### src/rtl/fetch_unit_if.sv
// -----------------------------------------------------------------------------
// fetch_unit_if -- bus bundle between the fetch unit and its environment.
//
// Signals
//   imem_req / imem_addr        fetch request pulse and word-aligned address
//   imem_rvalid / imem_rdata    instruction memory response (one per request)
//   redirect_valid / redirect_pc  restart fetch at a new address
//   out_valid / out_ready       decoded-instruction handshake
//   opcode .. imm, out_pc       decoded fields of the buffer head
//
// Handshake semantics: a transfer on the decoded-instruction port happens on a
// rising clock edge where out_valid and out_ready are both 1. While out_valid=1
// and out_ready=0 the head fields hold steady. out_valid never waits on
// out_ready. The imem port has no ready: imem_req is a single-cycle pulse and
// memory answers with exactly one imem_rvalid cycle, at least one cycle later.
//
// Modports
//   master  the fetch unit
//   slave   memory, branch unit and decoder side
// -----------------------------------------------------------------------------
interface fetch_unit_if;
    logic        imem_req;
    logic [31:0] imem_addr;
    logic        imem_rvalid;
    logic [31:0] imem_rdata;
    logic        redirect_valid;
    logic [31:0] redirect_pc;
    logic        out_valid;
    logic        out_ready;
    logic [6:0]  opcode;
    logic [2:0]  func3;
    logic [6:0]  func7;
    logic [4:0]  regWriteNum;
    logic [4:0]  regNum0;
    logic [4:0]  regNum1;
    logic [31:0] imm;
    logic [31:0] out_pc;

    modport master (
        output imem_req, imem_addr,
        input  imem_rvalid, imem_rdata,
        input  redirect_valid, redirect_pc,
        output out_valid,
        input  out_ready,
        output opcode, func3, func7, regWriteNum, regNum0, regNum1, imm, out_pc
    );

    modport slave (
        input  imem_req, imem_addr,
        output imem_rvalid, imem_rdata,
        output redirect_valid, redirect_pc,
        input  out_valid,
        output out_ready,
        input  opcode, func3, func7, regWriteNum, regNum0, regNum1, imm, out_pc
    );
endinterface

### src/rtl/fetch_unit.sv
// -----------------------------------------------------------------------------
// fetch_unit -- instruction fetch with a small decoded-instruction buffer.
//
// Issues one fetch at a time to instruction memory, stores responses together
// with their fetch address in a FIFO, and presents the head entry split into
// RISC-V fields plus its sign-extended immediate. A redirect flushes the FIFO
// and restarts fetch; a response still in flight at that moment is dropped.
//
// Parameters
//   RESET_PC   address of the first fetch after reset
//   BUF_DEPTH  FIFO entries, 2 or 4
//
// Ports
//   clk       rising-edge clock
//   reset     asynchronous, active-low reset
//   bus       fetch_unit_if.master (imem, redirect and decoded output)
//   dbgState  current FSM state (0 IDLE, 1 WAIT, 2 DRAIN)
// -----------------------------------------------------------------------------
module fetch_unit #(
    parameter logic [31:0] RESET_PC  = 32'h0000_0000,
    parameter int          BUF_DEPTH = 2
) (
    input  logic         clk,
    input  logic         reset,
    fetch_unit_if.master bus,
    output logic [1:0]   dbgState
);
    // BUF_DEPTH is a power of two, so pointers wrap naturally.
    localparam int PTR_W = (BUF_DEPTH > 2) ? 2 : 1;
    localparam int CNT_W = PTR_W + 1;
    localparam logic [CNT_W-1:0] DEPTH_C = CNT_W'(BUF_DEPTH);

    typedef enum logic [1:0] {
        IDLE  = 2'd0,
        WAIT  = 2'd1,
        DRAIN = 2'd2
    } stateT;

    stateT            state;
    logic [31:0]      fetchPc;
    logic [31:0]      reqAddr;
    logic [31:0]      bufPc    [BUF_DEPTH];
    logic [31:0]      bufInstr [BUF_DEPTH];
    logic [PTR_W-1:0] rdPtr;
    logic [PTR_W-1:0] wrPtr;
    logic [CNT_W-1:0] count;
    logic [CNT_W-1:0] committed;
    logic             waitKept;
    logic             respDone;
    logic             issue;
    logic             push;
    logic             pop;
    logic             outValid;
    logic [31:0]      headInstr;
    logic [31:0]      headPc;
    logic [31:0]      immVal;

    assign outValid = (count != '0);
    assign waitKept = (state == WAIT);
    assign respDone = bus.imem_rvalid && (state != IDLE);

    // Slots already spoken for: buffered entries plus the kept request in
    // flight. The in-flight one still counts in the cycle its response lands,
    // which is what keeps back-to-back issue from overfilling the FIFO.
    assign committed = count + CNT_W'(waitKept);

    // Gated by reset so no request appears while reset is held.
    assign issue = reset && !bus.redirect_valid && (committed < DEPTH_C)
                   && ((state == IDLE) || respDone);

    assign push = bus.imem_rvalid && waitKept && !bus.redirect_valid;
    assign pop  = outValid && bus.out_ready && !bus.redirect_valid;

    // Control state. A redirect wins over every other event in its cycle.
    always_ff @(posedge clk or negedge reset) begin
        if (!reset) begin
            state   <= IDLE;
            fetchPc <= RESET_PC;
            reqAddr <= RESET_PC;
            rdPtr   <= '0;
            wrPtr   <= '0;
            count   <= '0;
        end else if (bus.redirect_valid) begin
            fetchPc <= {bus.redirect_pc[31:2], 2'b00};
            rdPtr   <= '0;
            wrPtr   <= '0;
            count   <= '0;
            // A request still in flight must be drained; if its response
            // arrives right now it is simply dropped and nothing is left over.
            if (state != IDLE) begin
                state <= bus.imem_rvalid ? IDLE : DRAIN;
            end
        end else begin
            if (issue) begin
                reqAddr <= fetchPc;
                fetchPc <= fetchPc + 32'd4;
                state   <= WAIT;
            end else if (respDone) begin
                state   <= IDLE;
            end

            if (push) begin
                wrPtr <= wrPtr + PTR_W'(1);
            end
            if (pop) begin
                rdPtr <= rdPtr + PTR_W'(1);
            end

            case ({push, pop})
                2'b10:   count <= count + CNT_W'(1);
                2'b01:   count <= count - CNT_W'(1);
                default: count <= count;
            endcase
        end
    end

    // FIFO payload; validity is tracked by count, so no reset is needed here.
    always_ff @(posedge clk) begin
        if (push) begin
            bufPc[wrPtr]    <= reqAddr;
            bufInstr[wrPtr] <= bus.imem_rdata;
        end
    end

    // An empty buffer presents an all-zero head, so every field reads 0.
    assign headInstr = outValid ? bufInstr[rdPtr] : 32'd0;
    assign headPc    = outValid ? bufPc[rdPtr]    : 32'd0;

    always_comb begin
        immVal = 32'd0;
        case (headInstr[6:0])
            7'b0010011, 7'b0000011, 7'b1100111:
                immVal = {{20{headInstr[31]}}, headInstr[31:20]};
            7'b0100011:
                immVal = {{20{headInstr[31]}}, headInstr[31:25], headInstr[11:7]};
            7'b1100011:
                immVal = {{19{headInstr[31]}}, headInstr[31], headInstr[7],
                          headInstr[30:25], headInstr[11:8], 1'b0};
            7'b1101111:
                immVal = {{11{headInstr[31]}}, headInstr[31], headInstr[19:12],
                          headInstr[20], headInstr[30:21], 1'b0};
            7'b0110111, 7'b0010111:
                immVal = {headInstr[31:12], 12'd0};
            default:
                immVal = 32'd0;
        endcase
    end

    assign bus.imem_req    = issue;
    assign bus.imem_addr   = fetchPc;
    assign bus.out_valid   = outValid;
    assign bus.opcode      = headInstr[6:0];
    assign bus.func3       = headInstr[14:12];
    assign bus.func7       = headInstr[31:25];
    assign bus.regWriteNum = headInstr[11:7];
    assign bus.regNum0     = headInstr[19:15];
    assign bus.regNum1     = headInstr[24:20];
    assign bus.imm         = immVal;
    assign bus.out_pc      = headPc;
    assign dbgState        = state;
endmodule

### src/flat_wrapper.sv
// flat-port wrapper written by rule: the top's interface ports become plain ports
module fetch_unit_flat 
#(
    parameter logic [31:0] RESET_PC  = 32'h0000_0000,
    parameter int          BUF_DEPTH = 2
)
  (clk, reset, dbgState, bus_imem_req, bus_imem_addr, bus_imem_rvalid, bus_imem_rdata, bus_redirect_valid, bus_redirect_pc, bus_out_valid, bus_out_ready, bus_opcode, bus_func3, bus_func7, bus_regWriteNum, bus_regNum0, bus_regNum1, bus_imm, bus_out_pc);
  fetch_unit_if bus_i ();
  input  logic clk;
  input  logic reset;
  output logic [1:0] dbgState;
  output wire logic [$bits(bus_i.imem_req)-1:0] bus_imem_req;
  output wire logic [$bits(bus_i.imem_addr)-1:0] bus_imem_addr;
  input wire logic [$bits(bus_i.imem_rvalid)-1:0] bus_imem_rvalid;
  input wire logic [$bits(bus_i.imem_rdata)-1:0] bus_imem_rdata;
  input wire logic [$bits(bus_i.redirect_valid)-1:0] bus_redirect_valid;
  input wire logic [$bits(bus_i.redirect_pc)-1:0] bus_redirect_pc;
  output wire logic [$bits(bus_i.out_valid)-1:0] bus_out_valid;
  input wire logic [$bits(bus_i.out_ready)-1:0] bus_out_ready;
  output wire logic [$bits(bus_i.opcode)-1:0] bus_opcode;
  output wire logic [$bits(bus_i.func3)-1:0] bus_func3;
  output wire logic [$bits(bus_i.func7)-1:0] bus_func7;
  output wire logic [$bits(bus_i.regWriteNum)-1:0] bus_regWriteNum;
  output wire logic [$bits(bus_i.regNum0)-1:0] bus_regNum0;
  output wire logic [$bits(bus_i.regNum1)-1:0] bus_regNum1;
  output wire logic [$bits(bus_i.imm)-1:0] bus_imm;
  output wire logic [$bits(bus_i.out_pc)-1:0] bus_out_pc;
  assign bus_imem_req = bus_i.imem_req;
  assign bus_imem_addr = bus_i.imem_addr;
  assign bus_i.imem_rvalid = bus_imem_rvalid;
  assign bus_i.imem_rdata = bus_imem_rdata;
  assign bus_i.redirect_valid = bus_redirect_valid;
  assign bus_i.redirect_pc = bus_redirect_pc;
  assign bus_out_valid = bus_i.out_valid;
  assign bus_i.out_ready = bus_out_ready;
  assign bus_opcode = bus_i.opcode;
  assign bus_func3 = bus_i.func3;
  assign bus_func7 = bus_i.func7;
  assign bus_regWriteNum = bus_i.regWriteNum;
  assign bus_regNum0 = bus_i.regNum0;
  assign bus_regNum1 = bus_i.regNum1;
  assign bus_imm = bus_i.imm;
  assign bus_out_pc = bus_i.out_pc;
  fetch_unit #(.RESET_PC(RESET_PC), .BUF_DEPTH(BUF_DEPTH)) u_core (.clk(clk), .reset(reset), .bus(bus_i), .dbgState(dbgState));
endmodule
### config.mk
export PLATFORM = sky130hd
export DESIGN_NAME = fetch_unit_flat
export DESIGN_NICKNAME = d
export VERILOG_FILES = /design/src/rtl/fetch_unit_if.sv /design/src/rtl/fetch_unit.sv /design/src/flat_wrapper.sv
export SDC_FILE = /design/constraint.sdc
export NUM_CORES = 1
export LEC_CHECK = 0
export BUFFER_PORTS_ARGS = -buffer_cell sky130_fd_sc_hd__buf_4
export CAP_MARGIN = 25
export CELL_PAD_IN_SITES_DETAIL_PLACEMENT = 1
export CELL_PAD_IN_SITES_GLOBAL_PLACEMENT = 1
export CORE_UTILIZATION = 46
export DETAILED_ROUTE_END_ITERATION = 8
export PLACE_DENSITY_LB_ADDON = 0.1
export REMOVE_ABC_BUFFERS = 1
export SLEW_MARGIN = 5
export SYNTH_ARGS = -nofsm -noshare
export SYNTH_HDL_FRONTEND = slang
export SYNTH_SLANG_ARGS = --single-unit
### constraint.sdc
create_clock -name clk -period 14.38 [get_ports clk]
set_clock_uncertainty 0.1 [all_clocks]
set_input_delay 0.719 -clock clk [delete_from_list [all_inputs] [get_ports clk]]
set_output_delay 0.719 -clock clk [all_outputs]
set_load 0.01 [all_outputs]
==> flow_summary.json, run 1 <==
{
  "status": "complete, but fails checks",
  "violations": "DRC",
  "initial_core_util": 0.471,
  "synth_edf_count": 124,
  "arrival_ns": 3.56,
  "maxCapViolations": 0,
  "yosysMostFrequentCell": "edfxtp_1",
  "slew_viol_final": 0,
  "clock_latency_ns": 0.44,
  "hp-class": "input pin to async pin",
  "slew_headroom": 0.500,
  "clock_path_buffers": 2,
  "cpPeakStageDelay_ns": 0.61,
  "synthArstFlopShare": 0.347,
  "post_cts_buffers": 0,
  "gp_congestion": 0.898,
  "grt_pass1_vias": 6482,
  "fin_crit_sh": 0.304,
  "grt_first_pass_wirelength_um": 35100,
  "ant_nets": 0,
  "avgSynthCellArea_um2": 12.9,
  "critPathBufInv": 3,
  "fin_setup_tns_ns": 0,
  "clk_pin_slew_ns": 0.07,
  "startpoint": "u_core.count[1]",
  "routed_wl_um": 21900,
  "area_growth_syn_to_layout_pct": 26.2,
  "firstDrtPassIters": 6,
  "setup_viol": 0,
  "ys_seq_area_frac": 0.630,
  "hold_viol": 0,
  "diodes": 0,
  "vias_per_cell": 5.56,
  "r2r-end": "u_core.bus.imem_addr[22]",
  "cts-root-buf": "clkbuf_16",
  "crit_required_ns": 13.56,
  "final_cells": 1089,
  "critical_path.top_delay_family": "buffers and inverters",
  "synth.top_cells.by_area": "edfxtp_1, dfrtp_1, mux2i_1",
  "multi_input_area_um2": 2900,
  "antenna_found_initial": 0,
  "grt_use_total": 0.238,
  "dr.first_iter.drc_count": 349,
  "hold_buffers": 0,
  "synthCells": 663,
  "drive_gt1_frac": 0.341,
  "r2r_start": "u_core.bus.imem_addr[2]",
  "synth_area_leader_cell": "edfxtp_1",
  "crit_top_cell": "buf_4",
  "io_pins": 201,
  "worstMarginPinSlew_ns": 0.750,
  "fin_nets": 917,
  "die_w_um": 138,
  "place_hpwl_um": 14500,
  "dp.cells": 1057,
  "die_area_um2": 19100,
  "drcViolationCount": 44,
  "die_h_um": 138,
  "powerDensity_nw_per_um2": 118,
  "grt_max_degree": 67,
  "r2r_setup_slack_ns": 11.66,
  "post-synth-top-area-fraction": 0.437,
  "cellLeakagePower_uw": 0.00427,
  "max_freq_mhz": 228,
  "ys_seq_elements": 190,
  "synthTopCellsByCount": "edfxtp_1, nor2_1, dfrtp_1",
  "wl_per_cell_um": 20.1,
  "cts_resized": 0,
  "crit_slowest_cell": "buf_4",
  "grt_setup_unrepaired": "no",
  "worstSetupEndpointType": "output port",
  "rows": 49,
  "yosysWarnings": 0,
  "cts_htree_levels": 4,
  "synth.distinct_cells": 59,
  "cp_max_fo": 62,
  "io_buffer_count": 194,
  "crit_chain": "nor2_4 -> buf_4 -> inv_2 -> and2_1 -> and4bb_2 -> o21ai_1 -> o21ai_0 -> buf_4",
  "grt-ovfl-total": 0,
  "final.min_clock_period_ns": 4.38,
  "regArea_um2": 5380,
  "r2r_cells": 7,
  "core_um2": 18100,
  "filler_cell_count": 1886,
  "clock-sinks": 190,
  "numCtsBuffers": 17,
  "cts_tree": "done",
  "synth_ff_type": "edfxtp_1",
  "path_class": "flip-flop to output port",
  "vias": 6052,
  "fin_util": 0.595,
  "cp-start-kind": "flip-flop",
  "ir_drop_v": 0.0000719,
  "syn-cell-area_um2": 8530
}
-- sequential cells by signal, summed over array words and instances, names as in the netlist --
register              cells
u_core.rdPtr              1
u_core.bufInstr          64
u_core.dbgState           2
u_core.bufPc             60
u_core.bus.imem_addr     30
u_core.wrPtr              1
u_core.count              2
u_core.reqAddr           30
-- cell type report --
cell class / instances / share of cell area
clock buffers: 18 / 0.0399
clock inverters: 14 / 0.0157
inverters: 20 / 0.00698
multi-input cells: 415 / 0.270
flip-flops and latches: 190 / 0.500
well taps: 229 / 0.0266
repair buffers: 203 / 0.141
-- layer usage --
metal	share of wire	GRT usage	wire length (µm)	up-vias
met5	0	0	0	-
met4	0.015	0.0857	329	0
met3	0.051	0.0464	1120	26
met2	0.51	0.412	11100	189
met1	0.42	0.297	9270	3023
li1	-	-	-	2814
-- worst max-delay path by stage --
stage | end | slack (ns) | cells past startpoint
finish | bus_imm[29] | 10.00 | 8
floorplan | u_core.bufInstr[0][0] | 6.88 | 1
detailed placement | bus_imm[30] | 10.40 | 8
global route | bus_imm[29] | 9.69 | 8
global placement | bus_imm[30] | 10.62 | 8
CTS | bus_imm[30] | 9.95 | 8
-- metrics by stage --
stage | area, µm² | hold slack (ns) | worst slack, ns | power [µW]
final | 10800 | 0.0817 | 10.00 | 1260
after global routing | 10800 | 0.0834 | 9.69 | 1310
after CTS | 10800 | 0.0761 | 9.95 | 1280
after detailed placement | 10200 | 0.352 | 10.40 | 797
after global placement | 10200 | 0.341 | 10.62 | 788
after floorplan | 8340 | 0.323 | 6.88 | 726
-- where the power goes --
part           internal, µW  switching (µW)  total, µW
clock network           263             216        479
logic                  61.4            64.6        126
registers               627            32.8        660
-- cells by family (layout without fill, tap and decap cells) --
kind of cell               Yosys count  count (layout)  share of synthesized area
buffers and inverters               61             255                     0.0321
AOI/OAI and AO/OA                  106             106                     0.0886
DFF                                190             190                      0.630
muxes                               91              91                      0.113
adders and majority gates            1               1                    0.00147
other                                1               4                   0.000440
xor gates and xnor gates            20              20                     0.0205
and+or+nand+nor                    193             193                      0.113
-- placed cells by master, fill, tap and decap left out, drive strengths merged, types with 6 or more instances in the layout --
master and instances:
a21oi 6, a221o 6, a31oi 6, and3 10, buf 203, clkbuf 18, dfrtp 66, edfxtp 124
inv 29, mux2 42, mux2i 49, nand2 41, nand3 9, nor2 76, nor2b 10, nor3 9
nor4 7, o2111ai 16, o211ai 8, o21ai 41, o31ai 9, or3 6, xor2 16
Note: power is estimated with default switching activity, not from simulation.
==> run 2, diff against run 1 <==
--- a/config.mk
+++ b/config.mk
@@ -9,7 +9,7 @@
 export CAP_MARGIN = 25
 export CELL_PAD_IN_SITES_DETAIL_PLACEMENT = 1
 export CELL_PAD_IN_SITES_GLOBAL_PLACEMENT = 1
-export CORE_UTILIZATION = 46
+export CORE_UTILIZATION = 43
 export DETAILED_ROUTE_END_ITERATION = 8
 export PLACE_DENSITY_LB_ADDON = 0.1
 export REMOVE_ABC_BUFFERS = 1
==> constraint.sdc (replaced) <==
create_clock -name clk -period 4.2 [get_ports clk]
set_clock_uncertainty 0.1 [all_clocks]
set_input_delay 0.21 -clock clk [delete_from_list [all_inputs] [get_ports clk]]
set_output_delay 0.21 -clock clk [all_outputs]
set_load 0.01 [all_outputs]
==> run 2 against run 1 <==
  * The flow now finishes without violations
  * Wire length up 4.6%
  * Worst hold slack improved by 0.11 ns
  * Non-clock buffer count up 65
  * Global-route usage fell by 0.67 points
  * Combinational power rose to 3.9 times the previous value
  * Critical path depth down 2
  * Sequential cell count stayed put
  * Die area is 6.9% higher
  * Total power grew to 3.4 times the previous value
  * Critical path type unchanged
==> flow_summary.json, run 2 (synthesized netlist as in run 1, its figures left out) <==
{
  "hold_path_depth": 2,
  "layout_common_cells": "buf_4, edfxtp_1, nor2_1",
  "vias_per_cell": 5.32,
  "core_um2": 19500,
  "rows": 51,
  "top_register": "u_core.bufInstr",
  "cts_htree_levels": 4,
  "numCtsBuffers": 17,
  "filler_cell_count": 1968,
  "die_h_um": 143,
  "cp-start-kind": "flip-flop",
  "whs_endpoint": "u_core.rdPtr",
  "internal_power_uw": 3170,
  "ir_drop_v": 0.000269,
  "fin_nets": 982,
  "maxCapViolations": 0,
  "cts_resized": 0,
  "grt_pass1_vias": 6603,
  "clock_latency_ns": 0.43,
  "slew_headroom": 0.352,
  "regArea_um2": 5380,
  "arrival_ns": 3.06,
  "largestRegisters": "u_core.bufInstr: 64 flops, u_core.bufPc: 60 flops",
  "critical_path.top_delay_family": "flip-flops",
  "cellLeakagePower_uw": 0.00451,
  "path_class": "flip-flop to output port",
  "dr.first_iter.drc_count": 329,
  "largest_reg_flops": 64,
  "fin_util": 0.587,
  "multi_input_area_um2": 2910,
  "crit_slowest_cell": "dfrtp_4",
  "slew_viol_final": 0,
  "cp_max_fo": 35,
  "final.min_clock_period_ns": 3.37,
  "firstDrtPassIters": 4,
  "antenna_found_initial": 0,
  "fin_crit_sh": 0.801,
  "max_freq_mhz": 297,
  "worstMarginPinSlew_ns": 0.972,
  "io_buffer_count": 194,
  "drive_gt1_frac": 0.316,
  "cts-root-buf": "clkbuf_16",
  "crit_chain": "mux2i_1 -> or3_1 -> and4bb_2 -> o21ai_1 -> o21ai_0 -> buf_4",
  "grt_max_degree": 73,
  "p_switching_uw": 1080,
  "status": "finished clean",
  "vias": 6327,
  "wl_per_cell_um": 19.2,
  "clock_path_buffers": 2,
  "grt-ovfl-total": 0,
  "r2r-end": "u_core.reqAddr[8]",
  "min-delay-start": "bus_redirect_valid",
  "r2r_setup_slack_ns": 1.54,
  "r2r_start": "u_core.count[0]",
  "initial_core_util": 0.438,
  "comb_power_share": 0.115,
  "clkPwrFrac": 0.352,
  "place_hpwl_um": 14800,
  "drcViolationCount": 0,
  "area_growth_syn_to_layout_pct": 33.9,
  "die_area_um2": 20400,
  "grt_setup_unrepaired": "no",
  "critPathBufInv": 1,
  "die_w_um": 143,
  "p_sw_frac": 0.253,
  "grt_use_total": 0.231,
  "clock-sinks": 190,
  "clk_pin_slew_ns": 0.07,
  "hp-class": "input pin to flip-flop",
  "r2r_cells": 6,
  "io_pins": 201,
  "diodes": 0,
  "gp_congestion": 0.846,
  "setup_viol": 0,
  "routed_wl_um": 22900,
  "fin_setup_tns_ns": 0,
  "seqPwrFrac": 0.533,
  "hold_viol": 0,
  "cts_tree": "done",
  "grt_first_pass_wirelength_um": 35400,
  "ant_nets": 0,
  "final_common_cell": "buf_4",
  "powerDensity_nw_per_um2": 372,
  "cpPeakStageDelay_ns": 0.76,
  "worstSetupEndpointType": "output port",
  "crit_required_ns": 3.89
}
[run 2: cell types whose count changed in the layout (fill, tap and decap cells not counted), sizes merged]
cell	previous run	this run
dlygate4sd3	0	65
clkinv	2	5
bufinv	2	0
inv	29	27
clkinvlp	1	2
[run 2: layout make-up]
cell class	instances	share of cell area
flip-flops and latches	190	0.471
multi-input cells	415	0.254
repair buffers	268	0.192
clock buffers	18	0.0376
well taps	265	0.0290
clock inverters	14	0.00931
inverters	20	0.00657
[run 2: timing repair]
item,4_1_cts,5_1_grt
hold buffers,65,0
setup buffers,0,0
endpoints found under the hold margin,104,0
[run 2: per-layer routing]
metal	GRT usage	wire length (µm)
met5	0	0
met4	0.0707	317
met2	0.404	11700
met1	0.290	9890
met3	0.0429	949
[run 2: metrics by stage]
step / instance area, µm² / setup WS [ns] / hold slack (ns) / power [µW] / cells
floorplan: 8340 / -2.99 / -0.186 / 2490 / 625
global placement: 10200 / 1.33 / 0.296 / 2700 / 1091
detailed placement: 10200 / 1.28 / 0.298 / 2730 / 1092
CTS: 11400 / 0.813 / 0.200 / 4270 / 1189
global route: 11400 / 0.587 / 0.202 / 4400 / 1190
finish: 11400 / 0.834 / 0.194 / 4240 / 1190
[run 2: power by group through the flow]
stage | clock network, µW | logic (µW) | registers [µW]
6_report | 1490 | 487 | 2260
5_1_grt | 1600 | 529 | 2270
4_1_cts | 1530 | 488 | 2260
3_5_place_dp | 0 | 436 | 2300
3_3_place_gp | 0 | 418 | 2280
2_1_floorplan | 0 | 208 | 2280
[run 2: worst max path at each step]
stage	slack, ns	to	cells after the start	start
5_1_grt	0.59	bus_imm[23]	7	u_core.count[1]
3_3_place_gp	1.33	u_core.bus.imem_addr[22]	6	u_core.bus.imem_addr[2]
3_5_place_dp	1.28	bus_imm[29]	7	u_core.count[1]
6_report	0.83	bus_imm[29]	6	u_core.rdPtr
2_1_floorplan	-2.99	u_core.bufInstr[0][0]	1	u_core.dbgState[1]
4_1_cts	0.81	bus_imm[29]	7	u_core.count[1]
